==> src/rtl/player_countdown_timer_pkg.sv <==
// rtl/player_countdown_timer_pkg.sv - shared state encoding, BCD limits and time conversion helpers
package player_countdown_timer_pkg;

    typedef enum logic [1:0] {
        ST_IDLE    = 2'd0,
        ST_PAUSED  = 2'd1,
        ST_COUNT   = 2'd2,
        ST_EXPIRED = 2'd3
    } state_t;

    localparam logic [3:0] BCD_MAX_UNITS    = 4'd9;
    localparam logic [3:0] BCD_MAX_SEC_TENS = 4'd5;
    localparam int         DEFAULT_INC_SEC  = 5;
    localparam int         DEFAULT_MAX_MIN  = 99;

    function automatic logic [3:0] clamp_digit(input logic [3:0] d, input logic [3:0] lim);
        return (d > lim) ? lim : d;
    endfunction

    function automatic logic [13:0] bcd_to_seconds(input logic [7:0] mm, input logic [7:0] ss);
        logic [13:0] m;
        logic [13:0] s;
        m = 14'(mm[7:4]) * 14'd10 + 14'(mm[3:0]);
        s = 14'(ss[7:4]) * 14'd10 + 14'(ss[3:0]);
        return m * 14'd60 + s;
    endfunction

    function automatic logic [15:0] seconds_to_bcd(input logic [13:0] t);
        logic [13:0] m;
        logic [13:0] s;
        m = t / 14'd60;
        s = t % 14'd60;
        return {4'(m / 14'd10), 4'(m % 14'd10), 4'(s / 14'd10), 4'(s % 14'd10)};
    endfunction

endpackage

==> src/rtl/player_countdown_timer_if.sv <==
// rtl/player_countdown_timer_if.sv - control and time-value bundle between chess-clock top and a player timer
interface player_countdown_timer_if;
    logic       i_ce;
    logic       i_load;
    logic [7:0] i_ld_min;
    logic [7:0] i_ld_sec;
    logic       i_run;
    logic       i_add_inc;
    logic [7:0] o_min_bcd;
    logic [7:0] o_sec_bcd;
    logic       o_running;
    logic       o_timeout;
    logic       o_sec_tick;

    modport master (
        output i_ce, i_load, i_ld_min, i_ld_sec, i_run, i_add_inc,
        input  o_min_bcd, o_sec_bcd, o_running, o_timeout, o_sec_tick
    );

    modport slave (
        input  i_ce, i_load, i_ld_min, i_ld_sec, i_run, i_add_inc,
        output o_min_bcd, o_sec_bcd, o_running, o_timeout, o_sec_tick
    );
endinterface

==> src/rtl/player_countdown_timer_bcd_digit.sv <==
// rtl/player_countdown_timer_bcd_digit.sv - one BCD digit register with load and wrap-on-borrow decrement
module player_countdown_timer_bcd_digit #(
    parameter logic [3:0] LIMIT = 4'd9
) (
    input  logic       CLK,
    input  logic       CLR,
    input  logic       i_load,
    input  logic [3:0] i_load_val,
    input  logic       i_dec,
    output logic [3:0] o_q,
    output logic       o_zero
);
    logic [3:0] r_q;

    always_ff @(posedge CLK or posedge CLR) begin
        if (CLR) begin
            r_q <= 4'd0;
        end else if (i_load) begin
            r_q <= i_load_val;
        end else if (i_dec) begin
            r_q <= (r_q == 4'd0) ? LIMIT : r_q - 4'd1;
        end
    end

    assign o_q    = r_q;
    assign o_zero = (r_q == 4'd0);
endmodule

==> src/rtl/player_countdown_timer.sv <==
// rtl/player_countdown_timer.sv - per-player BCD MM:SS countdown with Fischer increment and sticky timeout
module player_countdown_timer
    import player_countdown_timer_pkg::*;
#(
    parameter int INC_SEC = DEFAULT_INC_SEC,
    parameter int MAX_MIN = DEFAULT_MAX_MIN
) (
    input logic                     CLK,
    input logic                     CLR,
    player_countdown_timer_if.slave bus
);
    localparam logic [13:0] CAP_SEC = 14'(MAX_MIN * 60 + 59);
    localparam logic [13:0] INC     = 14'(INC_SEC);

    state_t      r_state;
    logic        r_running;
    logic        r_timeout;
    logic [3:0]  w_su, w_st, w_mu, w_mt;
    logic        w_z_su, w_z_st, w_z_mu, w_z_mt;
    logic [7:0]  w_min, w_sec, w_ld_min, w_ld_sec;
    logic        w_tick, w_add, w_dec, w_ld_en, w_ld_zero, w_is_zero, w_at_one, w_expire, w_active;
    logic        w_dec_st, w_dec_mu, w_dec_mt;
    logic [13:0] w_sum, w_sat;
    logic [15:0] w_next_bcd;

    assign w_min = {w_mt, w_mu};
    assign w_sec = {w_st, w_su};

    assign w_ld_min = {clamp_digit(bus.i_ld_min[7:4], BCD_MAX_UNITS),
                       clamp_digit(bus.i_ld_min[3:0], BCD_MAX_UNITS)};
    assign w_ld_sec = {clamp_digit(bus.i_ld_sec[7:4], BCD_MAX_SEC_TENS),
                       clamp_digit(bus.i_ld_sec[3:0], BCD_MAX_UNITS)};

    assign w_active = (r_state == ST_PAUSED) || (r_state == ST_COUNT);
    assign w_tick   = bus.i_ce && (r_state == ST_COUNT);
    assign w_add    = bus.i_add_inc && w_active && !bus.i_load;
    assign w_dec    = w_tick && !bus.i_load && !w_add;
    assign w_ld_en  = bus.i_load || w_add;

    // A CE coinciding with ADD_INC is folded into the same write so that second is still charged.
    assign w_sum      = bcd_to_seconds(w_min, w_sec) + INC - {13'd0, w_tick};
    assign w_sat      = (w_sum > CAP_SEC) ? CAP_SEC : w_sum;
    assign w_next_bcd = bus.i_load ? {w_ld_min, w_ld_sec} : seconds_to_bcd(w_sat);

    assign w_dec_st = w_dec && w_z_su;
    assign w_dec_mu = w_dec_st && w_z_st;
    assign w_dec_mt = w_dec_mu && w_z_mu;

    assign w_ld_zero = ({w_ld_min, w_ld_sec} == 16'h0000);
    assign w_is_zero = w_z_su && w_z_st && w_z_mu && w_z_mt;
    assign w_at_one  = ({w_min, w_sec} == 16'h0001);
    assign w_expire  = (w_dec && w_at_one) || (w_add && w_tick && (w_sat == 14'd0));

    player_countdown_timer_bcd_digit #(.LIMIT(BCD_MAX_UNITS)) u_sec_units (
        .CLK(CLK), .CLR(CLR), .i_load(w_ld_en), .i_load_val(w_next_bcd[3:0]),
        .i_dec(w_dec), .o_q(w_su), .o_zero(w_z_su)
    );
    player_countdown_timer_bcd_digit #(.LIMIT(BCD_MAX_SEC_TENS)) u_sec_tens (
        .CLK(CLK), .CLR(CLR), .i_load(w_ld_en), .i_load_val(w_next_bcd[7:4]),
        .i_dec(w_dec_st), .o_q(w_st), .o_zero(w_z_st)
    );
    player_countdown_timer_bcd_digit #(.LIMIT(BCD_MAX_UNITS)) u_min_units (
        .CLK(CLK), .CLR(CLR), .i_load(w_ld_en), .i_load_val(w_next_bcd[11:8]),
        .i_dec(w_dec_mu), .o_q(w_mu), .o_zero(w_z_mu)
    );
    player_countdown_timer_bcd_digit #(.LIMIT(BCD_MAX_UNITS)) u_min_tens (
        .CLK(CLK), .CLR(CLR), .i_load(w_ld_en), .i_load_val(w_next_bcd[15:12]),
        .i_dec(w_dec_mt), .o_q(w_mt), .o_zero(w_z_mt)
    );

    always_ff @(posedge CLK or posedge CLR) begin
        if (CLR) begin
            r_state   <= ST_IDLE;
            r_running <= 1'b0;
            r_timeout <= 1'b0;
        end else if (bus.i_load) begin
            r_state   <= w_ld_zero ? ST_IDLE : ST_PAUSED;
            r_running <= 1'b0;
            r_timeout <= 1'b0;
        end else begin
            case (r_state)
                ST_PAUSED: begin
                    if (bus.i_run && !w_is_zero) begin
                        r_state   <= ST_COUNT;
                        r_running <= 1'b1;
                    end
                end
                ST_COUNT: begin
                    if (w_expire) begin
                        r_state   <= ST_EXPIRED;
                        r_running <= 1'b0;
                        r_timeout <= 1'b1;
                    end else if (!bus.i_run) begin
                        r_state   <= ST_PAUSED;
                        r_running <= 1'b0;
                    end
                end
                default: begin
                end
            endcase
        end
    end

    assign bus.o_min_bcd  = w_min;
    assign bus.o_sec_bcd  = w_sec;
    assign bus.o_running  = r_running;
    assign bus.o_timeout  = r_timeout;
    assign bus.o_sec_tick = w_tick;
endmodule
==> src/flat_wrapper.sv <==
// flat-port wrapper written by rule: the top's interface ports become plain ports
module player_countdown_timer_flat import player_countdown_timer_pkg::*;
#(
    parameter int INC_SEC = DEFAULT_INC_SEC,
    parameter int MAX_MIN = DEFAULT_MAX_MIN
)
  (CLK, CLR, bus_i_ce, bus_i_load, bus_i_ld_min, bus_i_ld_sec, bus_i_run, bus_i_add_inc, bus_o_min_bcd, bus_o_sec_bcd, bus_o_running, bus_o_timeout, bus_o_sec_tick);
  player_countdown_timer_if bus_i ();
  input logic CLK;
  input logic CLR;
  input wire logic [$bits(bus_i.i_ce)-1:0] bus_i_ce;
  input wire logic [$bits(bus_i.i_load)-1:0] bus_i_load;
  input wire logic [$bits(bus_i.i_ld_min)-1:0] bus_i_ld_min;
  input wire logic [$bits(bus_i.i_ld_sec)-1:0] bus_i_ld_sec;
  input wire logic [$bits(bus_i.i_run)-1:0] bus_i_run;
  input wire logic [$bits(bus_i.i_add_inc)-1:0] bus_i_add_inc;
  output wire logic [$bits(bus_i.o_min_bcd)-1:0] bus_o_min_bcd;
  output wire logic [$bits(bus_i.o_sec_bcd)-1:0] bus_o_sec_bcd;
  output wire logic [$bits(bus_i.o_running)-1:0] bus_o_running;
  output wire logic [$bits(bus_i.o_timeout)-1:0] bus_o_timeout;
  output wire logic [$bits(bus_i.o_sec_tick)-1:0] bus_o_sec_tick;
  assign bus_i.i_ce = bus_i_ce;
  assign bus_i.i_load = bus_i_load;
  assign bus_i.i_ld_min = bus_i_ld_min;
  assign bus_i.i_ld_sec = bus_i_ld_sec;
  assign bus_i.i_run = bus_i_run;
  assign bus_i.i_add_inc = bus_i_add_inc;
  assign bus_o_min_bcd = bus_i.o_min_bcd;
  assign bus_o_sec_bcd = bus_i.o_sec_bcd;
  assign bus_o_running = bus_i.o_running;
  assign bus_o_timeout = bus_i.o_timeout;
  assign bus_o_sec_tick = bus_i.o_sec_tick;
  player_countdown_timer #(.INC_SEC(INC_SEC), .MAX_MIN(MAX_MIN)) u_core (.CLK(CLK), .CLR(CLR), .bus(bus_i));
endmodule
==> config.mk <==
export PLATFORM = sky130hd
export DESIGN_NAME = player_countdown_timer_flat
export DESIGN_NICKNAME = d
export VERILOG_FILES = /design/src/rtl/player_countdown_timer_pkg.sv /design/src/rtl/player_countdown_timer_if.sv /design/src/rtl/player_countdown_timer_bcd_digit.sv /design/src/rtl/player_countdown_timer.sv /design/src/flat_wrapper.sv
export SDC_FILE = /design/constraint.sdc
export NUM_CORES = 1
export LEC_CHECK = 0
export BUFFER_PORTS_ARGS = -buffer_cell sky130_fd_sc_hd__buf_2
export CAP_MARGIN = 20
export CORE_ASPECT_RATIO = 1.5
export CORE_MARGIN = 5
export CORE_UTILIZATION = 63
export CTS_CLUSTER_SIZE = 40
export DETAILED_ROUTE_END_ITERATION = 16
export PLACE_DENSITY = 0.81
export SYNTH_ARGS = -nofsm -noshare
export SYNTH_HDL_FRONTEND = slang
export SYNTH_HIERARCHICAL = 1
export SYNTH_SLANG_ARGS = --single-unit
==> constraint.sdc <==
create_clock -name CLK -period 14.3 [get_ports CLK]
set_clock_uncertainty 0.05 [all_clocks]
set_input_delay 2.86 -clock CLK [delete_from_list [all_inputs] [get_ports CLK]]
set_output_delay 2.86 -clock CLK [all_outputs]
set_load 0.01 [all_outputs]
==> flow_metrics.env <==
export IMPL_status="finished, final reports clean"
export IMPL_die_w_um=86.74
export IMPL_fin_area_um2=5903
export IMPL_synth_top_cell_by_area="ha_1"
export IMPL_worst_endpoint_required_time_ns=14.34
export IMPL_pre_antenna_drt_iters=5
export IMPL_slowest_stage_cell_on_the_critical_path="or4_1"
export IMPL_ys_async_sr_fraction_pct=100.0
export IMPL_tritoncts="done"
export IMPL_port_buffers=40
export IMPL_worst_slew_margin_rel_pct=39.18
export IMPL_clock_root_buffer="clkbuf_16"
export IMPL_post_route_drc_count=0
export IMPL_gr_usage_all_layers_pct=28.21
export IMPL_logic_depth_of_the_worst_register_to_register_path=43
export IMPL_num_nets_final=840
export IMPL_first_iter_violations=362
export IMPL_floorplan_initialDensity_pct=63.80
export IMPL_mostFrequentLayoutCell="inv_1"
export IMPL_routed_via_density=6.622
export IMPL_placement_cell_area_um2=5828
export IMPL_std_cell_rows=42
export IMPL_max_cap_violations=0
export IMPL_hp_class="flop to flop"
export IMPL_final_min_clock_period_ns=11.44
export IMPL_timing_final_setup_violations=0
export IMPL_tightest_slew_ns=0.9100
export IMPL_grt_start_max_net_pins=33
export IMPL_worstReg2RegEnd="u_core/u_sec_units/o_q[3]"
export IMPL_routed_wl_mm=15.11
export IMPL_insertedDiodeCount=0
export IMPL_grt_antenna_before_repair=0
export IMPL_synth_sequential_area_ratio_pct=8.993
export IMPL_synth_flop_cell="dfrtp_1"
export IMPL_crit_arrival_ns=11.48
export IMPL_num_vias=5549
export IMPL_clk_lat_worst_skew_ns=0.25
export IMPL_fillers=740
export IMPL_htree_num_levels=1
export IMPL_fraction_of_layout_cells_with_a_size_suffix_above_1_pct=13.19
export IMPL_syn_area_um2=5565
export IMPL_cts_sink_count=20
export IMPL_critPathMaxFanout=12
export IMPL_finalSetupTns_ns=0
export IMPL_overflow=0
export IMPL_cts_buffers=3
export IMPL_ioPinCount=41
export IMPL_post_synth_cell_area_avg_um2=7.962
export IMPL_timing_final_hold_violations=0
export IMPL_ys_warn_count=6
export IMPL_number_of_global_route_vias_before_repair=5592
export IMPL_clock_transition_at_the_registers_of_the_reported_paths_ns=0.05
export IMPL_gpl_final_weighted_congestion=0.9501
export IMPL_r2r_setup_slack_ns=2.86
export IMPL_setup_worst_path_start="u_core/u_min_tens/o_q[2]"
export IMPL_netlist_top_cells_area="ha_1 (16%), dfrtp_1 (9.0%), fa_1 (6.1%)"
export IMPL_cts_hold_buffers_added=0
export IMPL_synth_ff_latch_count=20
export IMPL_synth_edff_count=0
export IMPL_fmax_mhz=87.42
export IMPL_fin_crit_sh_pct=79.99
export IMPL_core_um2=8723
export IMPL_syn_nets=809
export IMPL_endpoint="u_core/u_sec_units/o_q[3]"
export IMPL_hold_path_startpoint="u_core/bus.o_timeout"
export IMPL_worst_path_largest_cell_delay_ns=0.56
export IMPL_final_cell_mix="inv_1 (72), ha_1 (71), nand2_1 (47)"
export IMPL_cts_repair_timing_setup_buffer_count=0
export IMPL_fp_dieArea_um2=10850
export IMPL_path_common_cell="ha_1"
export IMPL_start_kind="flop"
export IMPL_first_pass_grt_wire_length_mm=25.92
export IMPL_wl_per_cell_um=18.03
export IMPL_hold_path_cell_count=2
export IMPL_yosysTopAreaCellShare_pct=15.96
export IMPL_hold_ws_ns=0.4583
export IMPL_post_cts_resize_count=0
export IMPL_clk_path_buf_depth=2
export IMPL_route_antenna_remaining_nets=0
export IMPL_die_height_um=125.1
export IMPL_rsz0062_at_grt="false"
export IMPL_rr_startpoint="u_core/u_min_tens/o_q[2]"
export IMPL_finalMaxSlewViolations=0
export IMPL_critPathCaptureType="flop"
export IMPL_critPathKind="flop to flop"
export IMPL_post_synth_inst_count=699
export IMPL_dpl_hpwl_mm=12.17
export IMPL_synth_cell_types=97
export IMPL_area_growth_pct=6.070
==> final cells by class <==
cell class / count / area (um2) / share of cell area (%)
tap: 110 / 137.6 / 2.331
multi-input combinational: 593 / 4720 / 79.95
sequential: 20 / 500.5 / 8.478
timing repair buffer: 40 / 200.2 / 3.391
inverter: 72 / 270.3 / 4.578
clock buffer: 3 / 75.07 / 1.272
==> synth_stat cells (16+ instances only) <==
library cell / n
o21ai_0: 35
nor4_1: 22
ha_1: 71
a31oi_1: 19
nor3_1: 16
xnor2_1: 31
nand2_1: 47
fa_1: 17
dfrtp_1: 20
inv_1: 72
nor2_1: 40
a21oi_1: 44
==> worst min path at each step <==
stage,to,slack [ns]
after detailed placement,u_core/bus.o_running,0.45
after global routing,u_core/bus.o_running,0.49
after floorplan,u_core/r_state[1],0.44
after global placement,u_core/bus.o_running,0.44
after CTS,u_core/bus.o_timeout,0.46
final,u_core/bus.o_timeout,0.46
==> sequential cells by signal, summed over array words and instances, names as in the netlist <==
| signal | flops |
|---|---|
| u_core/u_min_tens/o_q | 4 |
| u_core/u_sec_units/o_q | 4 |
| u_core/r_state | 2 |
| u_core/u_min_units/o_q | 4 |
| u_core/bus.o_timeout | 1 |
| u_core/u_sec_tens/o_q | 4 |
| u_core/bus.o_running | 1 |
==> metal layers <==
metal / global-route usage (%) / share of wire, %
met2: 52.98 / 54
met5: 0 / 0
met1: 32.98 / 38
met4: 9.174 / 2.8
met3: 1.909 / 4.4
==> worst max-delay path, delay by kind of cell, from the launching register on <==
family	cells	cell delay, ns
buffers and inverters	3	0.25
XOR/XNOR	3	0.81
AO/OA/AOI/OAI	18	3.57
AND/OR/NAND/NOR	9	2.52
adder cells (fa/ha/maj)	10	3.55
flip-flops	1	0.54
==> cell families after synthesis <==
family / count (synthesis) / synth area share [%]
mux: 15 / 2.900
xor+xnor: 45 / 7.621
simple gates: 220 / 22.24
compound gates: 224 / 29.77
flops: 20 / 8.993
buf+inv: 86 / 6.205
fa+ha+maj: 89 / 22.28
==> per-stage QoR <==
step | util, % | worst slack [ns] | cells
floorplan | - | 3.833 | 699
CTS | 67.67 | 2.955 | 838
global route | 67.67 | 1.851 | 838
finish | 67.67 | 2.861 | 838
detailed placement | 66.81 | 3.009 | 835
global placement | 66.81 | 3.315 | 835
Power is left out: the tool's default activity adds up to more than one toggle a clock period on the data nets, which glitch-free logic cannot reach.
